File: src/rtl/nes_cpu_run_controller.sv
// Run controller for the 6502 core: gates the CPU clock enable for N-cycle steps,
// free run and run-to-breakpoint, and reports completion cause and cycle count.
module nes_cpu_run_controller #(
    parameter int NUM_BREAKPOINTS = 4,
    parameter int BP_INDEX_WIDTH  = 2,
    parameter int ADDR_WIDTH      = 16,
    parameter int COUNT_WIDTH     = 16
) (
    input  logic                      i_clk_5mhz,
    input  logic                      i_reset_n,
    input  logic                      i_cmd_valid,
    input  logic [1:0]                i_cmd,
    input  logic [COUNT_WIDTH-1:0]    i_cmd_count,
    output logic                      o_cmd_ready,
    input  logic                      i_bp_wr_en,
    input  logic [BP_INDEX_WIDTH-1:0] i_bp_wr_index,
    input  logic [ADDR_WIDTH-1:0]     i_bp_wr_address,
    input  logic                      i_bp_wr_enable,
    input  logic [ADDR_WIDTH-1:0]     i_cpu_address,
    input  logic                      i_cpu_sync,
    output logic                      o_cpu_clk_en,
    output logic                      o_busy,
    output logic                      o_done,
    output logic [1:0]                o_done_reason,
    output logic [BP_INDEX_WIDTH-1:0] o_bp_hit_index,
    output logic [COUNT_WIDTH-1:0]    o_cycles_executed,
    output logic [1:0]                o_dbg_state
);

    // Handshake: a command is taken on any cycle with i_cmd_valid & o_cmd_ready
    // (ready = IDLE). STOP is the one command honoured while busy.
    localparam logic [1:0] CMD_STOP      = 2'd0;
    localparam logic [1:0] CMD_STEP_N    = 2'd1;
    localparam logic [1:0] CMD_RUN       = 2'd2;
    localparam logic [1:0] CMD_RUN_TO_BP = 2'd3;

    localparam logic [1:0] REASON_COUNT = 2'd0;
    localparam logic [1:0] REASON_BP    = 2'd1;
    localparam logic [1:0] REASON_ABORT = 2'd2;

    typedef enum logic [1:0] {
        ST_IDLE     = 2'd0,
        ST_STEPPING = 2'd1,
        ST_RUNNING  = 2'd2
    } state_t;

    state_t                      state_q, state_d;
    logic                        enable_q, enable_d;
    logic                        bp_mode_q, bp_mode_d;
    logic                        first_q, first_d;
    logic [COUNT_WIDTH-1:0]      remaining_q, remaining_d;
    logic [COUNT_WIDTH-1:0]      cycles_q, cycles_d;
    logic                        done_q, done_d;
    logic [1:0]                  reason_q, reason_d;
    logic [BP_INDEX_WIDTH-1:0]   hit_q, hit_d;
    logic [ADDR_WIDTH-1:0]       bp_addr_q [NUM_BREAKPOINTS];
    logic [ADDR_WIDTH-1:0]       bp_addr_d [NUM_BREAKPOINTS];
    logic [NUM_BREAKPOINTS-1:0]  bp_en_q, bp_en_d;

    logic                        bp_match;
    logic [BP_INDEX_WIDTH-1:0]   bp_match_idx;
    logic                        w_bp_halt;
    logic                        cpu_clk_en;
    logic                        stop_req;

    // Scan high to low so the lowest matching entry wins.
    always_comb begin
        bp_match     = 1'b0;
        bp_match_idx = '0;
        for (int i = NUM_BREAKPOINTS - 1; i >= 0; i--) begin
            if (bp_en_q[i] && (bp_addr_q[i] == i_cpu_address)) begin
                bp_match     = 1'b1;
                bp_match_idx = i[BP_INDEX_WIDTH-1:0];
            end
        end
    end

    assign w_bp_halt  = bp_mode_q & enable_q & ~first_q & i_cpu_sync & bp_match;
    assign cpu_clk_en = enable_q & ~w_bp_halt;
    assign stop_req   = i_cmd_valid & (i_cmd == CMD_STOP);

    always_comb begin
        bp_en_d = bp_en_q;
        for (int i = 0; i < NUM_BREAKPOINTS; i++) begin
            bp_addr_d[i] = bp_addr_q[i];
        end
        if (i_bp_wr_en) begin
            bp_addr_d[i_bp_wr_index] = i_bp_wr_address;
            bp_en_d[i_bp_wr_index]   = i_bp_wr_enable;
        end
    end

    always_comb begin
        state_d     = state_q;
        enable_d    = enable_q;
        bp_mode_d   = bp_mode_q;
        first_d     = 1'b0;
        remaining_d = remaining_q;
        cycles_d    = cycles_q;
        done_d      = 1'b0;
        reason_d    = reason_q;
        hit_d       = hit_q;

        if (cpu_clk_en && (cycles_q != '1)) begin
            cycles_d = cycles_q + 1'b1;
        end

        unique case (state_q)
            ST_IDLE: begin
                if (i_cmd_valid && (i_cmd != CMD_STOP)) begin
                    cycles_d  = '0;
                    reason_d  = REASON_COUNT;
                    hit_d     = '0;
                    first_d   = 1'b1;
                    bp_mode_d = (i_cmd == CMD_RUN_TO_BP);
                    if (i_cmd == CMD_STEP_N) begin
                        if (i_cmd_count == '0) begin
                            done_d    = 1'b1;
                            bp_mode_d = 1'b0;
                        end else begin
                            state_d     = ST_STEPPING;
                            enable_d    = 1'b1;
                            remaining_d = i_cmd_count;
                        end
                    end else begin
                        state_d  = ST_RUNNING;
                        enable_d = 1'b1;
                    end
                end
            end
            ST_STEPPING: begin
                remaining_d = remaining_q - 1'b1;
                // Count completion outranks a coincident STOP.
                if (remaining_q == {{(COUNT_WIDTH-1){1'b0}}, 1'b1}) begin
                    state_d  = ST_IDLE;
                    enable_d = 1'b0;
                    done_d   = 1'b1;
                    reason_d = REASON_COUNT;
                end else if (stop_req) begin
                    state_d  = ST_IDLE;
                    enable_d = 1'b0;
                    done_d   = 1'b1;
                    reason_d = REASON_ABORT;
                end
            end
            ST_RUNNING: begin
                if (w_bp_halt) begin
                    state_d   = ST_IDLE;
                    enable_d  = 1'b0;
                    bp_mode_d = 1'b0;
                    done_d    = 1'b1;
                    reason_d  = REASON_BP;
                    hit_d     = bp_match_idx;
                end else if (stop_req) begin
                    state_d   = ST_IDLE;
                    enable_d  = 1'b0;
                    bp_mode_d = 1'b0;
                    done_d    = 1'b1;
                    reason_d  = REASON_ABORT;
                end
            end
            default: begin
                state_d   = ST_IDLE;
                enable_d  = 1'b0;
                bp_mode_d = 1'b0;
            end
        endcase
    end

    always_ff @(posedge i_clk_5mhz or negedge i_reset_n) begin
        if (!i_reset_n) begin
            state_q     <= ST_IDLE;
            enable_q    <= 1'b0;
            bp_mode_q   <= 1'b0;
            first_q     <= 1'b0;
            remaining_q <= '0;
            cycles_q    <= '0;
            done_q      <= 1'b0;
            reason_q    <= REASON_COUNT;
            hit_q       <= '0;
            bp_en_q     <= '0;
            for (int i = 0; i < NUM_BREAKPOINTS; i++) begin
                bp_addr_q[i] <= '0;
            end
        end else begin
            state_q     <= state_d;
            enable_q    <= enable_d;
            bp_mode_q   <= bp_mode_d;
            first_q     <= first_d;
            remaining_q <= remaining_d;
            cycles_q    <= cycles_d;
            done_q      <= done_d;
            reason_q    <= reason_d;
            hit_q       <= hit_d;
            bp_en_q     <= bp_en_d;
            for (int i = 0; i < NUM_BREAKPOINTS; i++) begin
                bp_addr_q[i] <= bp_addr_d[i];
            end
        end
    end

    assign o_cmd_ready       = (state_q == ST_IDLE);
    assign o_busy            = (state_q != ST_IDLE);
    assign o_cpu_clk_en      = cpu_clk_en;
    assign o_done            = done_q;
    assign o_done_reason     = reason_q;
    assign o_bp_hit_index    = hit_q;
    assign o_cycles_executed = cycles_q;
    assign o_dbg_state       = state_q;

endmodule

File: config.mk
export PLATFORM = sky130hd
export DESIGN_NAME = nes_cpu_run_controller
export DESIGN_NICKNAME = d
export VERILOG_FILES = /design/src/rtl/nes_cpu_run_controller.sv
export SDC_FILE = /design/constraint.sdc
export NUM_CORES = 1
export LEC_CHECK = 0
export CORE_MARGIN = 1
export CORE_UTILIZATION = 50
export CTS_CLUSTER_DIAMETER = 40
export DETAILED_ROUTE_END_ITERATION = 16
export PLACE_DENSITY = 0.8
export SKIP_CTS_REPAIR_TIMING = 1
export SLEW_MARGIN = 20
export SYNTH_ARGS = -nofsm -noshare
export SYNTH_HDL_FRONTEND = slang
export SYNTH_SLANG_ARGS = --single-unit
File: constraint.sdc
create_clock -name i_clk_5mhz -period 3.1 [get_ports i_clk_5mhz]
set_clock_uncertainty 0.2 [all_clocks]
set_input_delay 0.775 -clock i_clk_5mhz [delete_from_list [all_inputs] [get_ports i_clk_5mhz]]
set_output_delay 0.775 -clock i_clk_5mhz [all_outputs]
set_load 0.01 [all_outputs]
-- Word level (Yosys, flattened, before mapping)
Index checks and enable logic that the tools add are counted.
- divide/modulo/power cells: 0
- bitwise operators: 10
- multiply operators: 0
- order comparisons: 4
- add/subtract/negate cells: 2
- multiplexer cells: 57
- reduce and logical (&&, ||, !) cells: 21
- shift-type cells: 0
- equality and inequality tests: 16
- operator list (cell ; count):
    2-to-1 mux 16 bit ; 7
    bitwise mux 64 bit ; 1
    == test 16 bit ; 4
    demux 16 bit (select 2 bit) ; 1
    case mux 16 bit (2 select lines) ; 1
    2-to-1 mux 2 bit ; 15
    2-to-1 mux 1 bit ; 24
    adder 16 x 1 -> 16 bit (second input constant) ; 1
    == test 16 x 1 -> 1 bit (second input constant) ; 1
    zero test 16 bit ; 1
    inequality test 16 bit (second input constant) ; 1
    subtractor 16 x 1 -> 16 bit (second input constant) ; 1
    case mux 2 bit (3 select lines) ; 2
    case mux 1 bit (3 select lines) ; 3
    logical AND 1 bit ; 8
    nonzero test 2 bit ; 4
    AND 1 bit ; 6
    inequality test 3 bit (second input constant) ; 2
    AND reduction 3 bit ; 2
    bitwise mux 4 bit ; 1
    == test 2 x 1 -> 1 bit (second input constant) ; 2
    == test 2 bit (second input constant) ; 2
    zero test 2 bit ; 2
    inequality test 2 x 1 -> 1 bit (second input constant) ; 2
    12 further kinds ; 16
- bits in latches: 0
- logic and storage cells: 124
- bits in registers: 110
- input port bits: 58
- bits in writable memories: 0
- output and inout bits: 26
- ROM bits: 0
- memories kept: 0

-- Logic depth before layout (Yosys ltp)
- depth after elaboration: 13
- depth in mapped cells: 12
- depth with buffers taken out: 9

-- Worst setup path after synthesis
OpenSTA, ideal clock, no wires.
- path kind: input port to output port
- start point: input port i_cpu_address[7]
- end point: output port o_cpu_clk_en
- stages: 8
- path buffers: 2
- arrival time: 2355 ps
- slack: -230 ps
- data required time: 2125 ps
- cell sequence: xor2_1 or4_1 nor3b_2 nand4_1 a41oi_2 buf_6 buf_12 nor2b_1
- word-level cells in the longest chain between the ends: 9
- elaborated cells between the ends (all ways): 15
- classes of those cells: eq/ne (4); mux (4); bitwise (3); reduce/logical (4)
- ends and longest elaborated chain (what ; RTL line ; text):
    from (decl) ; 19 ; input logic [ADDR_WIDTH-1:0] i_cpu_address,
    == test 16 bit ; 71 ; if (bp_en_q[i] && (bp_addr_q[i] == i_cpu_address)) begin
    logical AND 1 bit ; 71 ;
    2-to-1 mux 1 bit (3 in a row) ; 71 ;
    2-to-1 mux 1 bit (*) ; 71 ;
    AND 1 bit (*) ; 78 ; assign w_bp_halt = bp_mode_q & enable_q & ~first_q & i_cpu_sync & bp_match;
    NOT 1 bit (*) ; 79 ; assign cpu_clk_en = enable_q & ~w_bp_halt;
    AND 1 bit (*) ; 79 ;
    to (decl) ; 21 ; output logic o_cpu_clk_en,
Every way passes the cells marked *; elsewhere a longest branch is shown, timed or not.

-- Worst setup path after layout
- start point: input port i_cpu_address[1]
- end point: output port o_cpu_clk_en
The elaborated chain is that of the path after synthesis.

==> impl_metrics.ini <==
[run_status]
outcome = complete, but fails checks
violations = negative setup slack

[global_route]
antenna_found_initial = 0
grt_use_met2_pct = 45.2
grt_pass1_vias = 5193
gr-usage-met1_pct = 30.8
grt_pass1_wl_mm = 25.5
grt_max_degree = 61
top_usage_layer = met2
grt_use_total_pct = 25.7
overflow = 0
grtUsageMet3_pct = 4.18

[setup_path]
startpoint_type = input pin
timing.rr.start = bp_addr_q[17]
worstSetupPathType = in2out
end_kind = output pin
r2r_end = o_bp_hit_index[0]
r2r_slack_ps = 60
rr_worst_depth = 8
required_ps = 2120
crit_fanout = 2
crit_arrival_ps = 2560

[drt]
postRouteAntennaNets = 0
via_per_inst = 5.93
vias = 5180
wl_mm = 16.0
first_pass_iters = 5
wl_per_cell_um = 18.4
drc_errors = 0
drtIter0Drc = 473

[clocking]
clock_path_buffers = 2
cts_buffers = 9
cts-root-buf = clkbuf_16
clkSinkCount = 110
clk_pin_slew_ps = 70
cts_tree = built
clk-insertion-delay-late_ps = 360
htreeDepth = 3

[floorplanning]
io_pins = 84
die_w_um = 113
rows = 40
die-height_um = 113
start_util_pct = 51.4
core_area_um2 = 12000
dieArea_um2 = 12800

[sta]
fmax_ghz = 0.283
final_hold_viol_count = 0
period_needed_ps = 3540
fin_ws_ps = -438
holdWs_ps = 87.0
relSlewSlack_pct = 61.3
slew_violations = 0
rsz0062_at_grt = true
fin_crit_sh_pct = 114
tightest_slew_ps = 575
finalSetupViolCount = 2

[yosys]
postSynthCellCount = 584
yosys-top-cells-area = dfrtp_1, mux2_2, xnor2_1
syn-num-nets = 650
yosysUniqueCellTypes = 59
yosysTopAreaCellShare_pct = 44.6
syn-cell-area_um2 = 6170
yosysWarnings = 0
synthFlopType = dfrtp_1
postSynthAreaPerCell_um2 = 10.6
synth_edf_count = 0
synth.largest_area_cell = dfrtp_1
async_reset_ff_share_pct = 100
synth_seq_area_share_pct = 44.6
ys_ff_latch = 110

[placement]
dp_slack_ps = -1220
place_inst = 851
place_hpwl_mm = 11.8
place_area_um2 = 7560
finalWeightedCongestion = 0.900
portBuffers = 83

[layout]
final_net_count = 787
antenna_cells = 0
final_cell_area_um2 = 8090
layout-drive-gt1-share_pct = 28.0
multiInputGateArea_um2 = 3400
finish.utilization_pct = 67.4
nFillCells = 916
seq_area_um2 = 2750
stdcell_count = 873
area_growth_pct = 31.1

[pwr]
p_leak_nw = 3.42
vdd_drop_max_mv = 0.408
p_per_area_nw_per_um2 = 629

[flow_run]
maxCapViolCount = 0

[hold_path]
hp-class = in2async
-- cells in the final DEF, fill, tap and decap left out, types with 14 or more instances in the layout --
| cell | n |
|---|---|
| a21oi_1 | 24 |
| buf_4 | 72 |
| clkdlybuf4s50_1 | 66 |
| dfrtp_1 | 110 |
| mux2_2 | 68 |
| nand2_1 | 31 |
| nand3_1 | 18 |
| nand4_1 | 30 |
| nor2_1 | 30 |
| xnor2_1 | 34 |
| xnor2_2 | 14 |
-- flip-flops by register name (all words and copies together) (netlist names) --
| name | cells |
|---|---|
| bp_addr_q | 64 |
| bp_en_q | 4 |
| o_dbg_state | 2 |
| o_bp_hit_index | 2 |
| o_done_reason | 2 |
| remaining_q | 16 |
| first_q | 1 |
| enable_q | 1 |
| o_cycles_executed | 16 |
| o_done | 1 |
| bp_mode_q | 1 |
-- worst max-delay path, cell delays in order --
cell     delay (ps)
buf_8           100
xor2_2          170
or4_4           560
nor3b_4         220
nand4_1         220
a41oi_4         320
nor2b_4          70
buf_6           120
-- report_power, final --
group	internal [mW]	switching (mW)
registers	1.76	0.318
logic	0.933	0.887
clock network	0.674	0.521
total	3.37	1.73
-- per-stage QoR --
stage,power [mW],setup TNS [ps]
after floorplan,3.05,-214
after global placement,3.75,-13440
after detailed placement,3.84,-15990
after CTS,5.04,-7550
after global routing,5.37,-871
final,5.09,-462
-- cells by family after synthesis --
kind of cell / synth area share, %
buffers and inverters: 3.20
AOI/OAI and AO/OA: 11.4
DFF: 44.6
xor gates and xnor gates: 9.08
muxes: 12.6
and+or+nand+nor: 17.6
adders and majority gates: 1.62
-- area by class of cell --
type                            count  share of cell area, %
Clock inverter                      4                  0.680
Inverter                           10                  0.464
Timing Repair Buffer              155                   17.4
Sequential cell                   110                   34.0
Clock buffer                       12                   3.17
Multi-Input combinational cell    435                   42.0
Tap cell                          147                   2.27
-- synth_stat cells (3+ instances only) --
cell         n
o31ai_1      3
a31oi_1      6
a21oi_1     24
xor2_1      16
and3_1       9
and2_1       4
mux2_2      68
ha_1         8
nand3_1     18
nand4b_1     3
nor4_1      11
nor4b_1      3
nand2_1     31
o41ai_1      5
buf_2        3
o21ai_0     13
nand4_1     30
nand2b_1     6
a21o_1       3
nor3_1      12
or3_1       10
inv_1       10
o22ai_1      3
nand3b_1     5
dfrtp_1    110
or4_1        7
a21oi_2      5
nor2_1      30
o21a_1       5
nor2b_1      3
xnor2_1     48
o21ai_2      7
clkbuf_1    21
a2bb2oi_1    3
o22a_1       4
o311ai_0     5
-- worst max-delay path by stage --
stage,start,endpoint,slack (ps),cells past startpoint
2_1_floorplan,i_cpu_address[11],o_cpu_clk_en,-210,8
3_5_place_dp,i_cpu_address[6],o_cpu_clk_en,-1220,8
6_report,i_cpu_address[1],o_cpu_clk_en,-440,8
3_3_place_gp,i_cpu_address[6],o_cpu_clk_en,-1130,8
5_1_grt,i_cpu_address[1],o_cpu_clk_en,-500,8
4_1_cts,i_cpu_address[6],o_cpu_clk_en,-1240,8
-- metal layers --
metal  share of wire, %  vias up
met5                  0        -
met4                2.9        0
met3                4.0       35
met2                 52      173
met1                 41     2538
li1                   -     2434
Power figures use the tool's default switching activity.
==> patch 1: new RTL, same settings <==
Reset style: synchronous (`i_reset_n`), changed in one clocked block.
--- a/src/rtl/nes_cpu_run_controller.sv
+++ b/src/rtl/nes_cpu_run_controller.sv
@@ -169,3 +169,3 @@
 
-    always_ff @(posedge i_clk_5mhz or negedge i_reset_n) begin
+    always_ff @(posedge i_clk_5mhz) begin
         if (!i_reset_n) begin
Function: differs if i_reset_n is asserted again (counterexample within 4 cycles, from zero or initial values and one cycle with i_reset_n low); with i_reset_n held inactive, the same outputs for 4 cycles.
==> patch 1 against the unedited design <==
The run still ends with negative setup slack left. Wire length decreased by 1.2%. Cell area is 8.1% lower. Sequential cell count is the same. Utilization fell by 1.9 points. First-iteration DRC count fell by 4.9%. Worst setup slack improved by 0.20 ns. Sequential share of layout area down 4.4 points. Worst hold slack better by 0.18 ns. Area after synthesis decreased by 5.8%. Critical path type unchanged. Highest routed layer unchanged.
Power is not compared: it rests on default switching activity, and its combinational part moved more than twofold at a synthesized area within 25%.
==> patch 1: results <==
[placed_design]
place_ws_ns = -0.998
dp_hpwl_um = 11500
gp_congestion = 0.901

[worst_setup_path]
arrival_ns = 2.37
rr_worst_depth = 11
reg2reg_to = o_cycles_executed[14]$_SDFF_PN0_
crit_fanout = 3
critPathMaxStageDelay_ns = 0.36

[global_route]
grt_use_total_pct = 27.2
use_met3_pct = 6.76
use_met1_pct = 32.2
grt_pass1_wl_um = 25000
grt_pass1_vias = 5264

[final_layout]
nFillCells = 969
finalNonFillerCells = 977
num-nets-final = 895

[drt]
m1WireLength_um = 6700
dr_wl_met3_um = 906
drt_wl_total_um = 15900
wl_met2_um = 7820
dr.first_iter.drc_count = 450
vias_per_cell = 5.68

[sta]
setup_viol = 1
setup_tns_ns = -0.241
fin_ws_ns = -0.241
min_period_over_period_pct = 108
hold-worst-slack_ns = 0.267

[min_path]
hp-class = reg2reg

[run_status]
status = finished with violations
violations = negative setup slack

[logic_synthesis]
synthDistinctLibCells = 62
netlist_top_cells_area = dfxtp_1, nand2_1, a21boi_0
synth_fp_nets = 787
-- patch 1: cell count changes in the layout (fill, tap and decap cells not counted), sizes merged, moves of 23 or more --
cell | before | now
dfxtp | 0 | 110
buf | 75 | 52
dfrtp | 110 | 0
a21boi | 0 | 68
nand2 | 31 | 171
xor2 | 16 | 47
mux2 | 68 | 0
xnor2 | 48 | 21
-- patch 1: stage by stage --
stage,power [uW],instance area [um^2]
after floorplan,1990,5830
final,3440,7440
after global placement,2280,7070
after global routing,3600,7440
after detailed placement,2300,7070
after CTS,3450,7360
-- patch 1: cell type report --
| type | count | share of cell area, % |
|---|---|---|
| multi-input combinational | 564 | 47.5 |
| inverter | 13 | 0.656 |
| clock inverter | 4 | 0.639 |
| timing repair buffer | 132 | 16.0 |
| sequential | 110 | 29.6 |
| clock buffer | 11 | 3.26 |
| tap | 143 | 2.40 |
-- patch 1: kinds of logic (layout without fill, tap and decap cells) --
kind of cell	after synthesis	count (layout)	share of synthesized area, %
AOI/OAI and AO/OA	162	162	19.9
xor gates and xnor gates	68	68	10.2
adders and majority gates	7	7	1.51
buffers and inverters	48	160	3.33
DFF	110	110	37.9
muxes	4	4	0.688
and+or+nand+nor	323	323	26.5
-- patch 1: report_power, final --
part	total (uW)	switching, uW	internal [uW]	leakage, uW
sequential	1530	57.6	1470	0.000893
combinational	757	407	350	0.00178
clock	1150	512	642	0.000141
-- patch 1: how the worst max path moves through the flow --
stage	startpoint	to	slack [ns]
after floorplan	i_cpu_address[4]	o_cpu_clk_en	0.02
after global placement	i_cpu_address[11]	o_cpu_clk_en	-0.99
after detailed placement	i_cpu_address[11]	o_cpu_clk_en	-1.0
after CTS	i_cpu_address[11]	o_cpu_clk_en	-1.0
after global routing	i_cpu_address[11]	o_cpu_clk_en	-0.33
final	i_cpu_address[9]	o_cpu_clk_en	-0.24
==> patch 2: new RTL, same settings <==
Without the edit above. Set the parameter `ADDR_WIDTH` to 15 (it was 16).
--- a/src/rtl/nes_cpu_run_controller.sv
+++ b/src/rtl/nes_cpu_run_controller.sv
@@ -5,3 +5,3 @@
     parameter int BP_INDEX_WIDTH  = 2,
-    parameter int ADDR_WIDTH      = 16,
+    parameter int ADDR_WIDTH      = 15,
     parameter int COUNT_WIDTH     = 16
Interface: changed (resized i_bp_wr_address and i_cpu_address); port bits go from 84 to 82. No check against the original RTL was run, so the function may have changed too.
==> patch 2 against the unedited design <==
The flow still finishes with violations (negative setup slack). Critical endpoint unchanged. Clock power up 12%. First-iteration DRC count down 51%. Area after synthesis down 1.1%. Wire length down 0.78%. Power up 3.0%. Cell area up 1.7%. Worst setup slack better by 0.21 ns. Non-clock buffer count down 11. Sequential cell count down 4. Largest power group unchanged. Critical path type unchanged. Largest cell class unchanged.
==> patch 2: results <==
[final_layout]
largest_reg_flops = 60
top_register = bp_addr_q
num-nets-final = 760
n_antenna_cell = 0
nFillCells = 877
drive_above_1_share_pct = 33.8

[clock_network]
max-clock-path-buffers = 2
path_clk_slew_ns = 0.07
clk_latency_ns = 0.36
htree_levels = 3
cts_made_buffers = 9
root_buffer = clkbuf_16

[min_path]
hp-class = in2async

[global_route]
grt_pass1_wl_um = 25600
use_met2_pct = 46.7
grt_use_total_pct = 25.9
grt_max_degree = 60
grt_pass1_vias = 5131
use_met3_pct = 3.56
grt_antenna_before_repair = 0
use_met1_pct = 31.3

[die]
start_util_pct = 51.1

[drt]
dr.first_iter.drc_count = 233
drt_wl_total_um = 15900
dr.pass1.iters = 4
via_count = 4973

[worst_setup_path]
cp_top_family = simple AND/OR/NAND/NOR gates
rr_worst_depth = 9
reg2reg_setup_slack_ns = 0.48
critPathMaxStageDelay_ns = 0.57
crit_start = i_cpu_address[7]
crit_fanout = 4
slowest_stage = or4_4
reg2reg_to = remaining_q[7]$_DFFE_PN0P_
arrival_ns = 2.35
r2r-start = o_dbg_state[0]$_DFFE_PN0P_

[run_status]
violations = negative setup slack
status = finished with violations

[sta]
fin_ws_ns = -0.228
slew_headroom_pct = 59.9
setup_viol = 1
setup_tns_ns = -0.228

[logic_synthesis]
synthDistinctLibCells = 63
synth_seq_area_share_pct = 43.4
synth_commonest_cells = dfrtp_1, mux2_2, xnor2_1
synth_fp_nets = 637
async_flop_share_pct = 100
netlist_top_cells_area = dfrtp_1, mux2_2, xnor2_1
ys.warnings.count = 0

[placed_design]
gp_congestion = 0.980
dp_hpwl_um = 11700
io_buffers = 81

[pwr]
leakage_uw = 0.00344
peakVddDrop_mv = 0.398
-- patch 2: cell types whose count changed in the layout (fill, tap and decap cells not counted), moves of 6 or more --
cell | before | now
xnor2_1 | 34 | 7
buf_4 | 72 | 66
mux2i_1 | 1 | 8
xnor2_4 | 0 | 8
dlymetal6s2s_1 | 12 | 0
inv_1 | 10 | 17
o22a_1 | 4 | 14
xor2_1 | 13 | 0
xnor2_2 | 14 | 45
o21ai_2 | 7 | 1
-- patch 2: layer usage --
layer	vias up	part of all wire, %
li1	2355	-
met1	2455	42
met2	132	52
met3	31	3.3
met4	0	2.7
met5	-	0
-- patch 2: worst max path at each step --
stage | slack, ns | depth (start not counted) | endpoint
2_1_floorplan | 0.05 | 6 | o_cpu_clk_en
3_3_place_gp | -1.12 | 7 | o_cpu_clk_en
3_5_place_dp | -1.14 | 7 | o_cpu_clk_en
4_1_cts | -1.15 | 7 | o_cpu_clk_en
5_1_grt | -0.27 | 7 | o_cpu_clk_en
6_report | -0.23 | 7 | o_cpu_clk_en
-- patch 2: stage by stage --
step / instance area [um^2] / instances / hold slack [ns] / worst slack [ns] / util (%)
global route: 8230 / 848 / 0.149 / -0.274 / 68.8
detailed placement: 7380 / 830 / 0.279 / -1.14 / 61.7
global placement: 7380 / 830 / 0.278 / -1.12 / 61.7
floorplan: 6110 / 573 / 0.279 / 0.0452 / -
CTS: 7730 / 846 / 0.132 / -1.15 / 64.6
finish: 8230 / 848 / 0.123 / -0.228 / 68.8
-- patch 2: layout make-up --
type                            instances  area share, %
Sequential cell                       106           32.2
Multi-Input combinational cell        417           44.9
Tap cell                              147           2.24
Inverter                               18          0.821
Timing Repair Buffer                  144           15.6
Clock inverter                          6           1.35
Clock buffer                           10           2.90
-- patch 2: power by group --
group | total [uW] | internal [uW] | leakage, uW | switching (uW)
clock network | 1340 | 813 | 0.000169 | 529
logic | 1860 | 975 | 0.00198 | 885
registers | 2040 | 1700 | 0.00129 | 349
-- patch 2: cell families after synthesis --
| family | share of synthesized area, % |
|---|---|
| and+or+nand+nor | 17.4 |
| adders and majority gates | 1.64 |
| buffers and inverters | 4.38 |
| xor gates and xnor gates | 8.85 |
| muxes | 13.1 |
| DFF | 43.4 |
| AOI/OAI and AO/OA | 11.2 |
-- patch 2: worst register-to-register path, stage by stage, from the launching register on --
cell,delay (ns)
dfrtp_1,0.45
inv_1,0.13
ha_1,0.32
inv_1,0.17
or3_4,0.43
nor2_1,0.14
or2_1,0.23
buf_4,0.19
a21oi_1,0.06
o22a_1,0.21
